**src/rtl/fm_radio_pkg.sv**
```systemverilog
// Shared constants, types and helpers for the FM audio chain.
package fm_radio_pkg;

  // Fractional bits of the fixed-point coefficients.
  localparam int QUANT_BITS = 10;

  // De-emphasis coefficients in Q10. A1 is added into the sum, not subtracted.
  localparam int IIR_B0 = 178;
  localparam int IIR_B1 = 178;
  localparam int IIR_A1 = 666;

  // Sequencer states of the de-emphasis filter.
  typedef enum logic [1:0] {
    S_READ  = 2'd0,
    S_MULT  = 2'd1,
    S_ACC   = 2'd2,
    S_WRITE = 2'd3
  } iir_state_t;

  // Signed divide by 2^qbits, truncating toward zero. Negative values get a
  // bias of 2^qbits-1 so the arithmetic shift rounds toward zero instead of
  // toward minus infinity. Callers sign-extend into 128 bits and truncate the
  // result to their own width.
  function automatic logic signed [127:0] dequant(input logic signed [127:0] sum,
                                                  input int qbits);
    logic signed [127:0] bias;
    logic signed [127:0] adj;
    bias = (128'sd1 <<< qbits) - 128'sd1;
    adj  = (sum < 0) ? (sum + bias) : sum;
    return adj >>> qbits;
  endfunction

endpackage

```
**src/rtl/fifo.sv**
```systemverilog
// Small synchronous first-word-fall-through FIFO used by the standalone wrapper.
module fifo #(
  parameter int DATA_W = 32,
  parameter int DEPTH  = 16
) (
  input  logic              clock,
  input  logic              reset,
  input  logic              wr_en,
  input  logic [DATA_W-1:0] din,
  output logic              full,
  input  logic              rd_en,
  output logic [DATA_W-1:0] dout,
  output logic              empty
);
  localparam int ADDR_W = $clog2(DEPTH);

  logic [DATA_W-1:0] mem_q [DEPTH];
  logic [ADDR_W-1:0] wr_ptr_q, wr_ptr_d;
  logic [ADDR_W-1:0] rd_ptr_q, rd_ptr_d;
  logic [ADDR_W:0]   count_q, count_d;
  logic              push, pop;

  assign full  = (count_q == (ADDR_W+1)'(DEPTH));
  assign empty = (count_q == '0);
  assign push  = wr_en && !full;
  assign pop   = rd_en && !empty;
  // Head word is always visible on dout.
  assign dout  = mem_q[rd_ptr_q];

  // Pointer and occupancy bookkeeping.
  always_comb begin
    wr_ptr_d = wr_ptr_q;
    rd_ptr_d = rd_ptr_q;
    count_d  = count_q;
    if (push) wr_ptr_d = wr_ptr_q + ADDR_W'(1);
    if (pop)  rd_ptr_d = rd_ptr_q + ADDR_W'(1);
    case ({push, pop})
      2'b10:   count_d = count_q + (ADDR_W+1)'(1);
      2'b01:   count_d = count_q - (ADDR_W+1)'(1);
      default: count_d = count_q;
    endcase
  end

  // Storage write; contents need no reset because count gates visibility.
  always_ff @(posedge clock) begin
    if (push) mem_q[wr_ptr_q] <= din;
  end

  // Pointer registers with synchronous active-low reset.
  always_ff @(posedge clock) begin
    if (!reset) begin
      wr_ptr_q <= '0;
      rd_ptr_q <= '0;
      count_q  <= '0;
    end else begin
      wr_ptr_q <= wr_ptr_d;
      rd_ptr_q <= rd_ptr_d;
      count_q  <= count_d;
    end
  end

endmodule

```
**src/rtl/iir_deemph_top.sv**
```systemverilog
// Standalone wrapper: input FIFO -> de-emphasis core -> output FIFO.
module iir_deemph_top #(
  parameter int DATA_SIZE  = 32,
  parameter int FIFO_DEPTH = 16
) (
  input  logic                 clock,
  input  logic                 reset,
  input  logic                 in_wr_en,
  input  logic [DATA_SIZE-1:0] in_din,
  output logic                 in_full,
  input  logic                 out_rd_en,
  output logic [DATA_SIZE-1:0] out_dout,
  output logic                 out_empty
);
  logic [DATA_SIZE-1:0] core_in;
  logic [DATA_SIZE-1:0] core_out;
  logic                 core_in_empty, core_in_rd_en;
  logic                 core_out_full, core_out_wr_en;

  fifo #(.DATA_W(DATA_SIZE), .DEPTH(FIFO_DEPTH)) u_in_fifo (
    .clock (clock),
    .reset (reset),
    .wr_en (in_wr_en),
    .din   (in_din),
    .full  (in_full),
    .rd_en (core_in_rd_en),
    .dout  (core_in),
    .empty (core_in_empty)
  );

  iir_deemph #(.DATA_SIZE(DATA_SIZE)) u_core (
    .clock     (clock),
    .reset     (reset),
    .in_dout   (core_in),
    .in_empty  (core_in_empty),
    .in_rd_en  (core_in_rd_en),
    .out_din   (core_out),
    .out_full  (core_out_full),
    .out_wr_en (core_out_wr_en)
  );

  fifo #(.DATA_W(DATA_SIZE), .DEPTH(FIFO_DEPTH)) u_out_fifo (
    .clock (clock),
    .reset (reset),
    .wr_en (core_out_wr_en),
    .din   (core_out),
    .full  (core_out_full),
    .rd_en (out_rd_en),
    .dout  (out_dout),
    .empty (out_empty)
  );

endmodule

```
**src/rtl/iir_deemph.sv**
```systemverilog
// First-order de-emphasis IIR: y[n] = DEQUANT(B0*x[n] + B1*x[n-1] + A1*y[n-1]).
// One sample per four cycles: read, multiply, accumulate, write.
module iir_deemph
  import fm_radio_pkg::*;
#(
  parameter int DATA_SIZE  = 32,
  parameter int QUANT_BITS = fm_radio_pkg::QUANT_BITS
) (
  input  logic                        clock,
  input  logic                        reset,
  input  logic signed [DATA_SIZE-1:0] in_dout,
  input  logic                        in_empty,
  output logic                        in_rd_en,
  output logic signed [DATA_SIZE-1:0] out_din,
  input  logic                        out_full,
  output logic                        out_wr_en
);
  // Products and sum are double width; sums wrap with no saturation.
  // The dequant helper works in 128 bits, so DATA_SIZE must stay below 64.
  localparam int SUM_W = 2 * DATA_SIZE;
  typedef logic signed [SUM_W-1:0] wide_t;

  localparam wide_t B0_W = wide_t'(IIR_B0);
  localparam wide_t B1_W = wide_t'(IIR_B1);
  localparam wide_t A1_W = wide_t'(IIR_A1);

  iir_state_t                 state_q, state_d;
  logic signed [DATA_SIZE-1:0] x_reg_q, x_reg_d;
  logic signed [DATA_SIZE-1:0] x1_q, x1_d;
  logic signed [DATA_SIZE-1:0] y1_q, y1_d;
  logic signed [DATA_SIZE-1:0] y_reg_q, y_reg_d;
  wide_t                       prod0_q, prod0_d;
  wide_t                       prod1_q, prod1_d;
  wide_t                       prod2_q, prod2_d;

  wide_t               x_w, x1_w, y1_w, sum_w;
  logic signed [127:0] sum_ext;

  assign x_w     = {{DATA_SIZE{x_reg_q[DATA_SIZE-1]}}, x_reg_q};
  assign x1_w    = {{DATA_SIZE{x1_q[DATA_SIZE-1]}}, x1_q};
  assign y1_w    = {{DATA_SIZE{y1_q[DATA_SIZE-1]}}, y1_q};
  assign sum_w   = prod0_q + prod1_q + prod2_q;
  assign sum_ext = {{(128-SUM_W){sum_w[SUM_W-1]}}, sum_w};

  // FIFO handshakes come straight from the state and are held off in reset.
  assign in_rd_en  = reset && (state_q == S_READ)  && !in_empty;
  assign out_wr_en = reset && (state_q == S_WRITE) && !out_full;
  assign out_din   = reset ? y_reg_q : '0;

  // Sequencer and datapath next-state. History moves only on a successful
  // write, so a stalled output never disturbs the recursion.
  always_comb begin
    state_d = state_q;
    x_reg_d = x_reg_q;
    x1_d    = x1_q;
    y1_d    = y1_q;
    y_reg_d = y_reg_q;
    prod0_d = prod0_q;
    prod1_d = prod1_q;
    prod2_d = prod2_q;
    case (state_q)
      S_READ: begin
        if (!in_empty) begin
          x_reg_d = in_dout;
          state_d = S_MULT;
        end
      end
      S_MULT: begin
        prod0_d = B0_W * x_w;
        prod1_d = B1_W * x1_w;
        prod2_d = A1_W * y1_w;
        state_d = S_ACC;
      end
      S_ACC: begin
        y_reg_d = DATA_SIZE'(dequant(sum_ext, QUANT_BITS));
        state_d = S_WRITE;
      end
      S_WRITE: begin
        if (!out_full) begin
          x1_d    = x_reg_q;
          y1_d    = y_reg_q;
          state_d = S_READ;
        end
      end
      default: state_d = S_READ;
    endcase
  end

  // State registers; reset clears history and discards any in-flight sample.
  always_ff @(posedge clock) begin
    if (!reset) begin
      state_q <= S_READ;
      x_reg_q <= '0;
      x1_q    <= '0;
      y1_q    <= '0;
      y_reg_q <= '0;
      prod0_q <= '0;
      prod1_q <= '0;
      prod2_q <= '0;
    end else begin
      state_q <= state_d;
      x_reg_q <= x_reg_d;
      x1_q    <= x1_d;
      y1_q    <= y1_d;
      y_reg_q <= y_reg_d;
      prod0_q <= prod0_d;
      prod1_q <= prod1_d;
      prod2_q <= prod2_d;
    end
  end

endmodule

```
**config.mk**
```make
export PLATFORM = sky130hd
export DESIGN_NAME = iir_deemph_top
export DESIGN_NICKNAME = d
export VERILOG_FILES = /design/src/rtl/fm_radio_pkg.sv /design/src/rtl/fifo.sv /design/src/rtl/iir_deemph_top.sv /design/src/rtl/iir_deemph.sv
export SDC_FILE = /design/constraint.sdc
export NUM_CORES = 2
export LEC_CHECK = 0
export ABC_AREA = 0
export ABC_CLOCK_PERIOD_IN_PS = 11300
export BUFFER_PORTS_ARGS = -buffer_cell sky130_fd_sc_hd__buf_2
export CORE_ASPECT_RATIO = 1.2
export CORE_MARGIN = 2
export CORE_UTILIZATION = 60
export DETAILED_ROUTE_END_ITERATION = 12
export GPL_TIMING_DRIVEN = 1
export PLACE_DENSITY = 0.85
export SYNTH_ARGS = -nofsm -noshare
export SYNTH_HDL_FRONTEND = slang
export SYNTH_SLANG_ARGS = --single-unit
```
**constraint.sdc**
```tcl
create_clock -name clock -period 11.3 [get_ports clock]
set_input_delay 3.39 -clock clock [delete_from_list [all_inputs] [get_ports clock]]
set_output_delay 3.39 -clock clock [all_outputs]
set_load 0.01 [all_outputs]
```
==> impl_metrics.csv <==
group,metric,value,unit
drt,drt-total-wl,170000,microns
clocking,cts_tree,"built",
grt,antenna_found_initial,4,
final_layout,fin_nets,5382,
clocking,cts.reportedPaths.clkPinSlew,0.07,ns
final_layout,area_growth_syn_to_layout,9.73,%
clocking,clk_latency,0.79,ns
sta,final_hold_viol_count,0,
logic_synthesis,synthXorXnorAreaFrac,2.16,%
place,portBuffers,69,
logic_synthesis,yosys_warnings,0,
power_and_ir_drop,static-leakage-power,28.3,nW
sta,fmax,136,MHz
power_and_ir_drop,finalPower,14.3,mW
sta,fin_tns_setup,0,ns
clocking,cts-buffers-inserted,131,
logic_synthesis,ys_seq_elements,1306,
min_path,hp-class,"reg -> reg",
drt,dr_wl_met3,12400,microns
logic_synthesis,synth_compound_gate_area_share,6.04,%
clocking,clock_path_buffers,3,
power_and_ir_drop,cellPowerDensity,196,nW/um^2
clocking,hold_buffers,0,
die,die_outline_area,114000,sq um
sta,min_period_over_period,65.2,%
drt,route.detailed.vias_per_inst,6.62,
die,floorplan.rows,133,
sta,max_slew_margin,13.4,%
clocking,cts.repair.resized,0,
logic_synthesis,postSynthAreaPerCell,14.6,sq um
logic_synthesis,synth_area_in_adders,16.6,%
sta,timing.clock.skew,0.0579,ns
drt,antenna_left,0,
logic_synthesis,largest_family_of_logic_cells_by_synthesized_area,"adder cells",
sta,final-max-slew-violation-count,0,
logic_synthesis,synthesis.nets,5307,
drt,met2_wirelength_from_detailed_routing,87400,microns
sta,rsz0062_at_grt,"no",
drt,drt-pass1-iter-count,8,
setup_path,timing.critical_path.cells,"buf_4 -> mux4_2 -> mux4_2 -> buf_2",
clocking,cts_post_setup_buffers_inserted,0,
setup_path,worstPathMaxFanout,73,
logic_synthesis,seq_area_frac_synth,54.7,%
die,die_height,369,microns
logic_synthesis,async_flop_share,0,%
setup_path,timing.critical_path.from_type,"flop",
die,die_x,308,microns
setup_path,worstSetupEndpointType,"output pin",
drt,initialDrtViolationCount,4143,
setup_path,critical_path.slowest_cell,"sky130_fd_sc_hd__buf_4",
clocking,cell_at_the_root_of_the_clock_tree,"sky130_fd_sc_hd__clkbuf_16",
logic_synthesis,synth_area,66600,sq um
clocking,h-tree-depth,4,
logic_synthesis,synth.area.mux_share,12.0,%
place,gp_congestion,0.913,
setup_path,cpPeakStageDelay,0.97,ns
logic_synthesis,synth_cells,4545,
final_layout,layout-drive-gt1-share,15.1,%
drt,met1Wirelength,58300,microns
drt,route.detailed.wl_per_inst,27.6,microns
sta,transition_time_at_the_pin_with_the_least_slew_margin,1.29,ns
sta,timing.final.setup_violations,0,
logic_synthesis,synth_simple_gate_area_share,5.90,%
clocking,clkSinkCount,1306,
drt,num_vias,40700,
grt,pin_count_of_the_biggest_net_entering_global_routing,118,
die,core_area,110000,sq um
logic_synthesis,synth_cell_types,86,
status,outcome,"finished, final reports clean",
setup_path,setup.worst_path.class,"reg -> out",
grt,first_global_vias,42200,
place,pre_cts_ws,4.68,ns
grt,track_usage,30.6,%
run,max-cap-violations,0,
die,initial_core_util,60.6,%
power_and_ir_drop,peakVddDrop,205,uV
grt,grt-ovfl-total,0,
logic_synthesis,post_synth_edffs,1024,
sta,setup_ws,3.94,ns
logic_synthesis,synthFlopType,"sky130_fd_sc_hd__edfxtp_1",
setup_path,cp.required,7.91,ns
setup_path,crit_top_cell,"sky130_fd_sc_hd__mux4_2",
setup_path,timing.critical_path.buf_inv,2,
setup_path,worst-endpoint-arrival,3.97,ns
drt,drt_drc_violations_left,0,
sta,min_period,7.36,ns
drt,routed.top_layer,"met5",
setup_path,cpLargestDelayFamily,"buffers and inverters",
place,detailed_place_hpwl,99200,microns
die,pin_count,70,
grt,grt_first_pass_wirelength,259000,microns
-- through the flow --
stage                     hold slack (ns)  area (sq um)  util, %  cells
after global routing                0.488         73100     66.5   6147
final                               0.465         73100     66.5   6149
after floorplan                     0.427         66600        -   4545
after detailed placement            0.458         68700     62.5   5904
after global placement              0.443         68700     62.5   5904
after CTS                           0.470         73100     66.5   6146
-- worst reg2reg max path, stage by stage (launching register included) --
cell and delay, ns:
sky130_fd_sc_hd__dfxtp_1 0.51, sky130_fd_sc_hd__ha_1 0.29, sky130_fd_sc_hd__ha_1 0.27, sky130_fd_sc_hd__inv_1 0.05, sky130_fd_sc_hd__fa_1 0.52, sky130_fd_sc_hd__inv_1 0.06, sky130_fd_sc_hd__fa_1 0.51, sky130_fd_sc_hd__inv_1 0.06
sky130_fd_sc_hd__fa_1 0.49, sky130_fd_sc_hd__inv_1 0.04, sky130_fd_sc_hd__ha_1 0.22, sky130_fd_sc_hd__or3_1 0.41, sky130_fd_sc_hd__o2111ai_1 0.37, sky130_fd_sc_hd__a31oi_1 0.25, sky130_fd_sc_hd__o21ai_0 0.32, sky130_fd_sc_hd__a21boi_0 0.21
sky130_fd_sc_hd__o2111ai_1 0.35, sky130_fd_sc_hd__nand2_1 0.12, sky130_fd_sc_hd__a311oi_1 0.45, sky130_fd_sc_hd__o21ai_0 0.19, sky130_fd_sc_hd__xor2_1 0.17, sky130_fd_sc_hd__a211oi_1 0.26
-- cells in the final DEF (no fill, tap or decap), drive strengths merged, types with 30 or more instances in the layout --
cell type,n
a211oi,44
a21o,71
a21oi,260
and2,49
buf,126
clkbuf,176
clkinv,46
dfxtp,282
edfxtp,1024
fa,258
ha,468
inv,287
mux2i,80
mux4,320
nand2,276
nand3,50
nand4,30
nor2,274
nor3,48
o21ai,91
xnor2,116
xor2,48
-- synthesized netlist by cell type (14+ instances only) --
library cell | instances | area [sq um]
sky130_fd_sc_hd__nor2_1 | 274 | 1030
sky130_fd_sc_hd__nand2b_1 | 19 | 119
sky130_fd_sc_hd__o21a_1 | 15 | 113
sky130_fd_sc_hd__a31oi_1 | 23 | 144
sky130_fd_sc_hd__and2_1 | 49 | 307
sky130_fd_sc_hd__a21oi_1 | 259 | 1300
sky130_fd_sc_hd__buf_1 | 47 | 176
sky130_fd_sc_hd__nor3_1 | 48 | 240
sky130_fd_sc_hd__nor2b_1 | 22 | 138
sky130_fd_sc_hd__o211ai_1 | 14 | 105
sky130_fd_sc_hd__clkbuf_1 | 129 | 484
sky130_fd_sc_hd__nand3_1 | 49 | 245
sky130_fd_sc_hd__dfxtp_1 | 282 | 5650
sky130_fd_sc_hd__a211oi_1 | 42 | 315
sky130_fd_sc_hd__o21ai_0 | 90 | 450
sky130_fd_sc_hd__o21bai_1 | 27 | 203
sky130_fd_sc_hd__or3_1 | 17 | 106
sky130_fd_sc_hd__mux4_2 | 320 | 7210
sky130_fd_sc_hd__fa_1 | 258 | 5160
sky130_fd_sc_hd__a21o_1 | 70 | 526
sky130_fd_sc_hd__xnor2_1 | 116 | 1020
sky130_fd_sc_hd__mux2i_1 | 80 | 801
sky130_fd_sc_hd__xor2_1 | 48 | 420
sky130_fd_sc_hd__nand4_1 | 30 | 188
sky130_fd_sc_hd__inv_1 | 280 | 1050
sky130_fd_sc_hd__edfxtp_1 | 1024 | 30700
sky130_fd_sc_hd__ha_1 | 468 | 5860
sky130_fd_sc_hd__nand2_1 | 276 | 1040
-- state kept, by name, indices dropped and copies added (netlist names), named ones only --
name,count
u_in_fifo.count_q,5
u_core.y_reg_q,32
u_core.prod0_q,40
u_in_fifo.mem_q,512
u_core.prod1_q,40
u_core.x_reg_q,32
u_out_fifo.rd_ptr_q,4
u_in_fifo.wr_ptr_q,4
u_core.y1_q,32
u_core.prod2_q,42
u_core.x1_q,32
u_out_fifo.mem_q,512
u_core.state_q,2
u_in_fifo.rd_ptr_q,4
u_out_fifo.wr_ptr_q,4
u_out_fifo.count_q,5
-- metal layers --
metal | global-route usage [%] | up-vias
met1 | 35.4 | 20400
met2 | 53.5 | 2376
met4 | 18.3 | 2
met3 | 4.85 | 694
met5 | 0 | -
li1 | - | 17200
-- final timing paths --
path                                          from                 end  slack, ns  cells after the start
worst max-delay path                          flop        out_dout[26]       3.94                      4
worst min register to register  u_core.y_reg_q[31]     u_core.y1_q[31]       0.47                      2
worst max register to register      u_core.y1_q[6]  u_core.prod2_q[62]       5.03                     21
worst min-delay path            u_core.y_reg_q[31]     u_core.y1_q[31]       0.47                      2
-- logic make-up (layout without fill, tap and decap cells) --
group           Yosys count  count (layout)
compound gates          637             637
xor+xnor                164             164
fa+ha+maj               726             726
buf+inv                 464             648
flops                  1306            1306
mux                     400             400
other cells               0               3
simple gates            848             848
-- power by group --
part | switching [mW] | leakage (nW) | total, mW | internal, mW
registers | 0.340 | 11.7 | 5.78 | 5.44
logic | 2.43 | 14.6 | 4.12 | 1.69
clock network | 1.97 | 2.11 | 4.44 | 2.47
total | 4.74 | 28.3 | 14.3 | 9.60
-- layout make-up --
type	instances	area, sq um
clock inverter	66	756
sequential	1306	36400
fill	6957	36800
timing repair buffer	126	786
clock buffer	176	3600
antenna	3	7.51
tap	1417	1770
multi-input combinational	2775	28700
inverter	280	1060
Power figures use the tool's default switching activity.
